$ cat config.mk
export PLATFORM = sky130hd
export DESIGN_NAME = axi_stream_rx
export DESIGN_NICKNAME = d
export VERILOG_FILES = /design/src/rtl/axi_hs_pkg.sv /design/src/rtl/hs_sync_fifo.sv /design/src/rtl/axi_stream_rx.sv
export SDC_FILE = /design/constraint.sdc
export NUM_CORES = 1
export LEC_CHECK = 0
export CAP_MARGIN = 10
export CORE_UTILIZATION = 60
export CTS_CLUSTER_DIAMETER = 50
export DETAILED_ROUTE_END_ITERATION = 6
export PLACE_DENSITY_LB_ADDON = 0.12
export SETUP_SLACK_MARGIN = 0.02
export SYNTH_ARGS = -nofsm -noshare
export SYNTH_HDL_FRONTEND = slang
export SYNTH_HIERARCHICAL = 1
export SYNTH_SLANG_ARGS = --single-unit
$ cat constraint.sdc
create_clock -name clk -period 4.9 [get_ports clk]
set_input_delay 0.98 -clock clk [delete_from_list [all_inputs] [get_ports clk]]
set_output_delay 0.98 -clock clk [all_outputs]
set_load 0.1 [all_outputs]
$ cat src/rtl/axi_hs_pkg.sv
// Shared constants, types and helpers for the valid/ready stream receiver.
// Imported by the FIFO and by the receiver top.
package axi_hs_pkg;

    localparam int DATA_W_DEF = 32;

    typedef enum logic [0:0] {
        SEQ_IDLE  = 1'b0,
        SEQ_TRACK = 1'b1
    } seq_state_e;

    // Bits needed to index 'value' entries (value >= 2).
    function automatic int clog2(input int value);
        int bits;
        bits = 0;
        for (int i = 0; i < 31; i++) begin
            if (((value - 1) >> i) != 0) begin
                bits = i + 1;
            end else begin
                bits = bits;
            end
        end
        return bits;
    endfunction

endpackage

$ cat src/rtl/hs_sync_fifo.sv
// Small synchronous FIFO with registered pointers/occupancy and an unregistered head read.
// Storage is intentionally not reset; only pointers and occupancy are.
module hs_sync_fifo
    import axi_hs_pkg::*;
#(
    parameter int DATA_W = DATA_W_DEF,
    parameter int DEPTH  = 4,
    localparam int PTR_W = clog2(DEPTH)
) (
    input  logic              clk,
    input  logic              rst,
    input  logic              push,
    input  logic [DATA_W-1:0] wdata,
    input  logic              pop,
    output logic [DATA_W-1:0] head,
    output logic              full,
    output logic              empty,
    output logic [PTR_W:0]    count
);

    logic [DATA_W-1:0] mem_r [DEPTH];
    logic [PTR_W-1:0]  wr_ptr_r;
    logic [PTR_W-1:0]  rd_ptr_r;
    logic [PTR_W:0]    count_r;
    logic              push_ok_s;
    logic              pop_ok_s;

    // Qualify requests against current occupancy.
    always_comb begin
        push_ok_s = push && (count_r != (PTR_W + 1)'(DEPTH));
        pop_ok_s  = pop && (count_r != (PTR_W + 1)'(0));
    end

    // Storage write; contents survive reset and are masked by the occupancy.
    always_ff @(posedge clk) begin
        if (push_ok_s) begin
            mem_r[wr_ptr_r] <= wdata;
        end
    end

    // Pointer and occupancy bookkeeping; pointers wrap naturally.
    always_ff @(posedge clk) begin
        if (rst) begin
            wr_ptr_r <= PTR_W'(0);
            rd_ptr_r <= PTR_W'(0);
            count_r  <= (PTR_W + 1)'(0);
        end else begin
            if (push_ok_s) begin
                wr_ptr_r <= wr_ptr_r + PTR_W'(1);
            end
            if (pop_ok_s) begin
                rd_ptr_r <= rd_ptr_r + PTR_W'(1);
            end
            case ({push_ok_s, pop_ok_s})
                2'b10:   count_r <= count_r + (PTR_W + 1)'(1);
                2'b01:   count_r <= count_r - (PTR_W + 1)'(1);
                default: count_r <= count_r;
            endcase
        end
    end

    assign head  = mem_r[rd_ptr_r];
    assign full  = (count_r == (PTR_W + 1)'(DEPTH));
    assign empty = (count_r == (PTR_W + 1)'(0));
    assign count = count_r;

endmodule

$ cat src/rtl/axi_stream_rx.sv
// Receiving end of the valid/ready stream: buffers accepted words, applies backpressure,
// and checks that accepted words form a +1 sequence while counting beats and errors.
module axi_stream_rx
    import axi_hs_pkg::*;
#(
    parameter int DATA_W = DATA_W_DEF,
    parameter int DEPTH  = 4,
    parameter int ERR_W  = 16,
    localparam int PTR_W = clog2(DEPTH)
) (
    input  logic              clk,
    input  logic              rst,
    input  logic [DATA_W-1:0] data,
    input  logic              valid,
    output logic              ready,
    input  logic              stall,
    output logic [DATA_W-1:0] out_data,
    output logic              out_valid,
    input  logic              out_ready,
    output logic [31:0]       beat_count,
    output logic              seq_err,
    output logic [ERR_W-1:0]  err_count
);

    logic              full_s;
    logic              empty_s;
    logic [PTR_W:0]    fifo_count_s;
    logic              accept_s;
    logic              pop_s;
    seq_state_e        state_r;
    logic [DATA_W-1:0] expected_r;
    logic              seq_err_r;
    logic [31:0]       beat_count_r;
    logic [ERR_W-1:0]  err_count_r;

    // Ready depends only on registered occupancy and stall, never on valid/out_ready.
    always_comb begin
        ready    = !full_s && !stall;
        accept_s = valid && ready && !rst;
        pop_s    = out_ready && !empty_s;
    end

    hs_sync_fifo #(
        .DATA_W (DATA_W),
        .DEPTH  (DEPTH)
    ) u_fifo (
        .clk   (clk),
        .rst   (rst),
        .push  (accept_s),
        .wdata (data),
        .pop   (pop_s),
        .head  (out_data),
        .full  (full_s),
        .empty (empty_s),
        .count (fifo_count_s)
    );

    assign out_valid = (fifo_count_s != (PTR_W + 1)'(0));

    // Sequence checker; every accepted beat resyncs the expected word to data+1.
    always_ff @(posedge clk) begin
        if (rst) begin
            state_r      <= SEQ_IDLE;
            expected_r   <= DATA_W'(0);
            seq_err_r    <= 1'b0;
            beat_count_r <= 32'd0;
            err_count_r  <= ERR_W'(0);
        end else if (accept_s) begin
            beat_count_r <= beat_count_r + 32'd1;
            expected_r   <= data + DATA_W'(1);
            case (state_r)
                SEQ_IDLE: begin
                    state_r   <= SEQ_TRACK;
                    seq_err_r <= 1'b0;
                end
                SEQ_TRACK: begin
                    state_r <= SEQ_TRACK;
                    if (data != expected_r) begin
                        seq_err_r <= 1'b1;
                        if (err_count_r != {ERR_W{1'b1}}) begin
                            err_count_r <= err_count_r + ERR_W'(1);
                        end
                    end else begin
                        seq_err_r <= 1'b0;
                    end
                end
                default: begin
                    state_r   <= SEQ_IDLE;
                    seq_err_r <= 1'b0;
                end
            endcase
        end else begin
            seq_err_r <= 1'b0;
        end
    end

    assign seq_err    = seq_err_r;
    assign beat_count = beat_count_r;
    assign err_count  = err_count_r;

endmodule

==> impl_metrics.env, run 1 <==
export IMPL_outcome="finished clean"
export IMPL_numCtsBuffers=23
export IMPL_areaGrowthSynthToFinish_pct=21.2
export IMPL_rr_worst_depth=14
export IMPL_worst_path_stages=2
export IMPL_vdd_drop_max_mv=0.275
export IMPL_dr_first_iter_drc_count=380
export IMPL_seq_area_frac_synth=0.597
export IMPL_max_freq_mhz=258
export IMPL_antenna_cells=0
export IMPL_ys_warn_count=6
export IMPL_fin_hold_ws_ns=0.475
export IMPL_clk_latency_ns=0.51
export IMPL_r2r_start="u_fifo/count[2]"
export IMPL_io_buffer_count=119
export IMPL_synthArstFlopShare=0
export IMPL_crit_path_start_kind="register"
export IMPL_syn_instance_count=719
export IMPL_final_hold_viol_count=0
export IMPL_rows=45
export IMPL_slew_headroom=0.235
export IMPL_critPathMaxFanout=19
export IMPL_die_w_um=128
export IMPL_dieHeight_um=128
export IMPL_synth_ff_type="edfxtp_1"
export IMPL_path_clk_slew_ns=0.06
export IMPL_path_buf_inv=1
export IMPL_synth_area_leaders="edfxtp_1, dfxtp_1, mux4_2"
export IMPL_drv_cap=0
export IMPL_worstMarginPinSlew_ns=1.14
export IMPL_syn_area_mm2=0.00949
export IMPL_endpoint="out_data[19]"
export IMPL_cp_slowest_cell="clkdlybuf4s50_1"
export IMPL_fp_dieArea_mm2=0.0163
export IMPL_power_density_mw_per_mm2=345
export IMPL_grt_pass1_wl_mm=32.2
export IMPL_cp_end_kind="output port"
export IMPL_yosys_cell_types_count=55
export IMPL_routed_wirelength_mm=20.0
export IMPL_coreArea_mm2=0.0153
export IMPL_ys_ff_latch=219
export IMPL_dr_pass1_iters=5
export IMPL_yosys_area_top_type_share=0.405
export IMPL_grt_max_degree=67
export IMPL_worstPathRequired_ns=3.92
export IMPL_layout_drive_gt1_share=0.138
export IMPL_cts_tree="done"
export IMPL_min_period_over_period=0.790
export IMPL_cts_root_buf="clkbuf_16"
export IMPL_cpPeakStageDelay_ns=0.98
export IMPL_maxSlewViolCount=0
export IMPL_antenna_found_initial=0
export IMPL_holdBufCountCts=0
export IMPL_critPathKind="reg2out"
export IMPL_leakage_nw=3.79
export IMPL_ios=120
export IMPL_htree_num_levels=1
export IMPL_place_congestion=0.854
export IMPL_finalSetupViolations=0
export IMPL_arrival_ns=2.89
export IMPL_r2r_end="u_fifo/count[2]"
export IMPL_cts_sinks=219
export IMPL_final_cell_mix="edfxtp_1, clkdlybuf4s50_1, dfxtp_1, nor2_1, xnor2_1"
export IMPL_synthesis_nets=765
export IMPL_wl_per_cell_um=18.7
export IMPL_grt_total_usage=0.252
export IMPL_r2r_slack_ns=2.00
export IMPL_final_common_cell="edfxtp_1"
export IMPL_layout_min_cycle_time_ns=3.87
export IMPL_avgViaCountPerCell=5.86
export IMPL_drc=0
export IMPL_path_delay_family="buffers and inverters"
export IMPL_hpwl_mm=12.8
export IMPL_cts_resized=0
export IMPL_min_path_type="reg2reg"
export IMPL_via_count=6277
export IMPL_synth_enable_flop_cells=128
export IMPL_cp_cell_sequence="mux4_1 -> clkdlybuf4s50_1"
export IMPL_layout_nets=889
export IMPL_tns_ns=0
export IMPL_yosysTopAreaCell="edfxtp_1"
export IMPL_antenna_left=0
export IMPL_post_cts_setup_buffers=0
export IMPL_syn_avg_cell_area_um2=13.2
export IMPL_clock_skew_ns=0.0173
export IMPL_grt_pass1_vias=6400
export IMPL_clockBufferDepth=3
export IMPL_start_util=0.619
export IMPL_grt_remaining_overflow=0
export IMPL_rsz0062_at_grt="no"
metrics by stage:
stage	power [W]	instance area, um2	setup WS (ns)	cells	utilization
5_1_grt	0.00408	11500	0.902	1071	0.750
3_3_place_gp	0.00232	10800	1.47	1029	0.702
2_1_floorplan	0.00223	9490	1.07	719	-
4_1_cts	0.00399	11500	0.974	1071	0.750
3_5_place_dp	0.00233	10800	1.41	1029	0.702
6_report	0.00396	11500	1.03	1071	0.750
how the worst min path moves through the flow:
stage                       start       endpoint  depth (start not counted)  slack [ns]
global route        expected_r[1]  expected_r[1]                          2        0.49
detailed placement  expected_r[1]  expected_r[1]                          2        0.47
global placement    expected_r[1]  expected_r[1]                          2        0.46
finish              expected_r[1]  expected_r[1]                          2        0.47
floorplan           expected_r[1]  expected_r[1]                          2        0.45
CTS                 expected_r[1]  expected_r[1]                          2        0.48
worst register-to-register path: stages, from the launching register on:
cell and delay (ns):
dfxtp_1 0.42, nor3b_2 0.39, nor2_2 0.10, and2_2 0.24, nand2_4 0.11, clkinv_4 0.09, inv_1 0.08, nor2_1 0.11
inv_1 0.10, ha_1 0.17, inv_1 0.06, fa_1 0.37, xor2_1 0.15, or3_1 0.30, a21oi_1 0.14
cell families after synthesis:
logic type      after synthesis  synth area share
compound gates               87            0.0583
buf+inv                      45            0.0273
flops                       219             0.597
mux                          34            0.0789
simple gates                228             0.136
xor+xnor                     97            0.0896
fa+ha+maj                     9            0.0127
power by group:
part / switching (W) / internal, W
clock: 0.000687 / 0.000980
combinational: 0.000197 / 0.0000990
sequential: 0.0000200 / 0.00198
total: 0.000904 / 0.00306
registers in the layout (all words and copies together), names as in the netlist, named ones only:
| signal | cells |
|---|---|
| state_r | 1 |
| u_fifo/count | 3 |
| u_fifo/mem_r | 128 |
| beat_count | 32 |
| u_fifo/rd_ptr_r | 2 |
| err_count | 16 |
| u_fifo/wr_ptr_r | 2 |
| expected_r | 32 |
| seq_err | 1 |
synth_stat cells, types with 3 or more instances:
library cell  instances
edfxtp_1            128
dfxtp_1              91
nor2_1               71
xnor2_1              58
xor2_1               39
nand3_1              36
mux4_2               30
nand2_1              30
a21oi_1              29
nand4_1              27
o21ai_0              23
clkbuf_1             16
a211oi_1             14
inv_1                13
and3_1               12
and4_1               10
ha_1                  8
and2_1                7
o41ai_1               7
or3_1                 6
buf_2                 5
or4b_1                5
nor4_4                4
o31ai_1               4
buf_1                 3
buf_12                3
nor3_2                3
o311ai_0              3
area by class of cell:
| cell class | count | area, um2 |
|---|---|---|
| clock inverters | 8 | 46.3 |
| multi-input cells | 455 | 3560 |
| inverters | 14 | 57.6 |
| flip-flops and latches | 219 | 5670 |
| repair buffers | 130 | 1210 |
| fillers | 999 | 3820 |
| clock buffers | 34 | 691 |
| well taps | 211 | 264 |
per-layer routing:
| metal | GRT usage | up-vias | routed length (um) |
|---|---|---|---|
| li1 | - | 2934 | - |
| met1 | 0.323 | 3072 | 8320 |
| met2 | 0.432 | 222 | 9800 |
| met3 | 0.0380 | 49 | 1210 |
| met4 | 0.0997 | 0 | 658 |
| met5 | 0 | - | 0 |
(Power assumes the default switching activity.)
==> run 2, diff against run 1 <==
--- a/config.mk
+++ b/config.mk
@@ -6,7 +6,7 @@
 export NUM_CORES = 1
 export LEC_CHECK = 0
 export CAP_MARGIN = 10
-export CORE_UTILIZATION = 60
+export CORE_UTILIZATION = 55
 export CTS_CLUSTER_DIAMETER = 50
 export DETAILED_ROUTE_END_ITERATION = 6
 export PLACE_DENSITY_LB_ADDON = 0.12
==> constraint.sdc (replaced) <==
create_clock -name clk -period 3.6 [get_ports clk]
set_input_delay 0.72 -clock clk [delete_from_list [all_inputs] [get_ports clk]]
set_output_delay 0.72 -clock clk [all_outputs]
set_load 0.1 [all_outputs]
==> run 2 against run 1 <==
Clock power up 51%. Highest routed layer unchanged. Cell count up 2.7%. Largest cell class unchanged. Via count up 0.14%. Sequential power rose by 36%. Total power up 43%. Final area is 2.1% higher. Critical path type unchanged.
==> impl_metrics.env, run 2 (synthesis gave the netlist of run 1 again) <==
export IMPL_layout_drive_gt1_share=0.172
export IMPL_fin_hold_ws_ns=0.490
export IMPL_start_util=0.568
export IMPL_drv_cap=0
export IMPL_dr_pass1_iters=4
export IMPL_clk_latency_ns=0.50
export IMPL_grt_pass1_vias=6464
export IMPL_final_hold_viol_count=0
export IMPL_leakage_nw=3.94
export IMPL_fp_dieArea_mm2=0.0178
export IMPL_grt_remaining_overflow=0
export IMPL_avgViaCountPerCell=5.71
export IMPL_p_comb_frac=0.074
export IMPL_antenna_found_initial=0
export IMPL_max_freq_mhz=339
export IMPL_grt_pass1_wl_mm=33.6
export IMPL_seqPwrFrac=0.479
export IMPL_cts_root_buf="clkbuf_16"
export IMPL_finalPower_w=0.00567
export IMPL_outcome="finished clean"
export IMPL_worstMarginPinSlew_ns=1.02
export IMPL_slew_headroom=0.321
export IMPL_arrival_ns=2.23
export IMPL_critPathKind="reg2out"
export IMPL_largest_reg_flops=128
export IMPL_tns_ns=0
export IMPL_final_cell_area_mm2=0.0117
export IMPL_top_register="u_fifo/mem_r"
export IMPL_routed_wirelength_mm=20.7
export IMPL_switching_power_w=0.00127
export IMPL_antenna_cells=0
export IMPL_crit_path_start_kind="register"
export IMPL_rsz0062_at_grt="no"
export IMPL_htree_num_levels=1
export IMPL_whs_path_depth=2
export IMPL_power_density_mw_per_mm2=483
export IMPL_areaGrowthSynthToFinish_pct=23.7
export IMPL_cts_sinks=219
export IMPL_cts_tree="done"
export IMPL_grt_total_usage=0.242
export IMPL_place_congestion=0.840
export IMPL_dr_first_iter_drc_count=358
export IMPL_coreArea_mm2=0.0167
export IMPL_wl_per_cell_um=18.8
export IMPL_ios=120
export IMPL_rows=47
export IMPL_clockBufferDepth=3
export IMPL_layout_min_cycle_time_ns=2.95
export IMPL_layout_nets=908
export IMPL_final_common_cell="edfxtp_1"
export IMPL_timing_final_ws_setup_ns=0.646
export IMPL_p_sw_frac=0.223
export IMPL_antenna_left=0
export IMPL_finalSetupViolations=0
export IMPL_critPathMaxFanout=22
export IMPL_hpwl_mm=13.6
export IMPL_pre_cts_ws_ns=0.367
export IMPL_final_cell_mix="edfxtp_1, dfxtp_1, clkdlybuf4s50_1, nor2_1, buf_4"
export IMPL_drc=0
export IMPL_io_buffer_count=119
export IMPL_grt_max_degree=67
export IMPL_clock_skew_ns=0.0109
export IMPL_p_int_w=0.00441
export IMPL_numCtsBuffers=24
export IMPL_path_clk_slew_ns=0.06
export IMPL_min_period_over_period=0.821
export IMPL_post_cts_setup_buffers=0
export IMPL_cts_resized=0
export IMPL_pwr_share_clk=0.446
export IMPL_rr_worst_depth=14
export IMPL_holdBufCountCts=0
export IMPL_maxSlewViolCount=0
export IMPL_dieHeight_um=133
export IMPL_die_w_um=133
export IMPL_via_count=6286
export IMPL_min_path_type="reg2reg"
export IMPL_worstPathRequired_ns=2.88
export IMPL_vdd_drop_max_mv=0.423
export IMPL_cp_end_kind="output port"
export IMPL_dpl_cell_area_mm2=0.0109
[run 2: final timing paths]
check,startpoint,endpoint,slack [ns]
worst max-delay path,register,out_data[18],0.65
worst min-delay path,expected_r[9],expected_r[9],0.49
worst max register to register,u_fifo/count[2],u_fifo/count[2],0.76
worst min register to register,expected_r[9],expected_r[9],0.49
[run 2: through the flow]
stage                     cells  utilization
after floorplan             719            -
after global placement     1056        0.653
after detailed placement   1056        0.653
after CTS                  1100        0.703
after global routing       1100        0.703
final                      1100        0.703
[run 2: critical path, cell delays in order (launching register included)]
cell and delay (ns):
dfxtp_2 0.60, buf_12 0.27, mux4_1 0.59, buf_4 0.25
[run 2: layer usage]
metal  share of wire  vias up  GRT usage
met2            0.50      196      0.420
met4           0.021        0     0.0751
met3           0.067       30     0.0445
met1            0.41     3081      0.307
met5               0        -          0
li1                -     2979          -
[run 2: cell type report]
class / count / area, um2
Sequential cell: 219 / 5670
Fill cell: 1178 / 4960
Multi-Input combinational cell: 455 / 3560
Timing Repair Buffer: 148 / 1350
Clock buffer: 31 / 648
Tap cell: 220 / 275
Clock inverter: 13 / 179
Inverter: 14 / 57.6
[run 2: power groups by stage]
stage                     registers [W]  logic, W  clock network, W
after floorplan                 0.00278  0.000250                 0
after global placement          0.00277  0.000414                 0
after detailed placement        0.00277  0.000421                 0
after CTS                       0.00272  0.000424           0.00258
after global routing            0.00272  0.000450           0.00269
final                           0.00272  0.000421           0.00253
==> run 3, diff against run 2 <==
--- a/config.mk
+++ b/config.mk
@@ -6,7 +6,7 @@
 export NUM_CORES = 1
 export LEC_CHECK = 0
 export CAP_MARGIN = 10
-export CORE_UTILIZATION = 55
+export CORE_UTILIZATION = 50
 export CTS_CLUSTER_DIAMETER = 50
 export DETAILED_ROUTE_END_ITERATION = 6
 export PLACE_DENSITY_LB_ADDON = 0.12
==> constraint.sdc (replaced) <==
create_clock -name clk -period 2.7 [get_ports clk]
set_input_delay 0.54 -clock clk [delete_from_list [all_inputs] [get_ports clk]]
set_output_delay 0.54 -clock clk [all_outputs]
set_load 0.1 [all_outputs]
==> run 3 against run 2 <==
Global-route usage decreased by 1.9 points. Clock skew increased by 0.0030 ns. Combinational power increased by 52%. Critical path depth unchanged. Final area increased by 6.0%. Critical path type unchanged. Highest routed layer is now met5.
==> impl_metrics.env, run 3 (synthesis gave the netlist of run 1 again) <==
export IMPL_hp_start="expected_r[1]"
export IMPL_power_density_mw_per_mm2=632
export IMPL_grt_total_usage=0.223
export IMPL_whs_path_depth=2
export IMPL_fp_dieArea_mm2=0.0195
export IMPL_areaGrowthSynthToFinish_pct=31.2
export IMPL_max_freq_mhz=397
export IMPL_critPathMaxFanout=19
export IMPL_wl_per_cell_um=18.7
export IMPL_cts_tree="done"
export IMPL_r2r_start="u_fifo/count[2]"
export IMPL_outcome="finished clean"
export IMPL_antenna_cells=0
export IMPL_worstMarginPinSlew_ns=0.700
export IMPL_finalPower_w=0.00787
export IMPL_final_cell_mix="edfxtp_1, buf_4, dfxtp_1, nor2_1, xnor2_1"
export IMPL_rr_worst_depth=14
export IMPL_grt_pass1_vias=6700
export IMPL_min_period_over_period=0.934
export IMPL_final_common_cell="edfxtp_1"
export IMPL_min_path_type="reg2reg"
export IMPL_finalSetupViolations=0
export IMPL_cp_end_kind="output port"
export IMPL_fin_cells=1149
export IMPL_vdd_drop_max_mv=0.496
export IMPL_grt_remaining_overflow=0
export IMPL_r2r_end="u_fifo/count[2]"
export IMPL_drc=0
export IMPL_antenna_found_initial=1
export IMPL_top_register="u_fifo/mem_r"
export IMPL_post_cts_setup_buffers=0
export IMPL_avgViaCountPerCell=5.61
export IMPL_die_w_um=140
export IMPL_hold_path_end="expected_r[1]"
export IMPL_cts_sinks=219
export IMPL_critPathKind="reg2out"
export IMPL_maxSlewViolCount=0
export IMPL_layout_min_cycle_time_ns=2.52
export IMPL_cts_root_buf="clkbuf_16"
export IMPL_grt_pass1_wl_mm=34.4
export IMPL_pre_cts_ws_ns=-0.121
export IMPL_clk_latency_ns=0.51
export IMPL_antenna_left=0
export IMPL_place_congestion=0.876
export IMPL_drv_cap=0
export IMPL_layout_nets=941
export IMPL_rows=50
export IMPL_leakage_nw=4.39
export IMPL_routed_wirelength_mm=21.5
export IMPL_rsz0062_at_grt="no"
export IMPL_arrival_ns=1.98
export IMPL_clock_skew_ns=0.0139
export IMPL_timing_final_ws_setup_ns=0.178
export IMPL_path_clk_slew_ns=0.06
export IMPL_final_hold_viol_count=0
export IMPL_coreArea_mm2=0.0186
export IMPL_dieHeight_um=140
export IMPL_ios=120
export IMPL_grt_max_degree=67
export IMPL_worstPathRequired_ns=2.16
export IMPL_numCtsBuffers=26
export IMPL_hpwl_mm=14.4
export IMPL_start_util=0.509
export IMPL_crit_path_start_kind="register"
export IMPL_layout_drive_gt1_share=0.270
export IMPL_dr_pass1_iters=4
export IMPL_place_inst=1101
export IMPL_r2r_slack_ns=0.19
export IMPL_slew_headroom=0.534
export IMPL_fin_hold_ws_ns=0.489
export IMPL_clockBufferDepth=3
export IMPL_largest_reg_flops=128
export IMPL_io_buffer_count=119
export IMPL_via_count=6442
export IMPL_dr_first_iter_drc_count=347
export IMPL_htree_num_levels=1
run 3: cell count changes in the layout (fill, tap and decap cells not counted), sizes merged:
cell	delta
buf	+77
clkdlybuf4s50	-46
clkinv	-1
clkinvlp	+2
inv	+3
run 3: layout make-up:
| cell class | count | area [um2] |
|---|---|---|
| inverters | 14 | 60.1 |
| repair buffers | 179 | 1920 |
| multi-input cells | 455 | 3590 |
| clock buffers | 31 | 691 |
| clock inverters | 17 | 215 |
| flip-flops and latches | 219 | 5670 |
| well taps | 234 | 293 |
| fillers | 1374 | 6200 |
run 3: repair_timing:
action,in CTS,in global routing
hold buffers,0,0
gates resized for setup,0,1
setup endpoints to repair,0,2
run 3: power breakdown:
group / switching, W / internal (W)
combinational: 0.000386 / 0.000254
clock: 0.00137 / 0.00224
sequential: 0.0000342 / 0.00359
run 3: worst max-delay path, stage by stage, from the launching register on:
cell and delay, ns:
dfxtp_2 0.34, buf_6 0.27, mux4_1 0.65, buf_12 0.20
run 3: layer usage:
| layer | part of all wire | up-vias | track usage |
|---|---|---|---|
| met5 | 0.00065 | - | 0 |
| met4 | 0.025 | 2 | 0.0769 |
| met3 | 0.056 | 38 | 0.0389 |
| met2 | 0.51 | 195 | 0.397 |
| met1 | 0.41 | 3144 | 0.273 |
| li1 | - | 3063 | - |
run 3: worst max path at each step:
stage                          from              end  slack [ns]
finish                     register     out_data[18]        0.18
global route        u_fifo/count[2]  u_fifo/count[2]        0.03
CTS                        register     out_data[18]        0.05
detailed placement            stall  u_fifo/count[2]       -0.12
global placement              stall  u_fifo/count[2]       -0.01
floorplan                     stall  u_fifo/count[2]      0.0005
run 3: stage by stage:
step | area (um2) | TNS [ns] | utilization
after floorplan | 9530 | 0 | -
after global placement | 11500 | -0.0109 | 0.619
after detailed placement | 11500 | -0.125 | 0.619
after CTS | 12400 | 0 | 0.667
after global routing | 12400 | 0 | 0.667
final | 12400 | 0 | 0.667
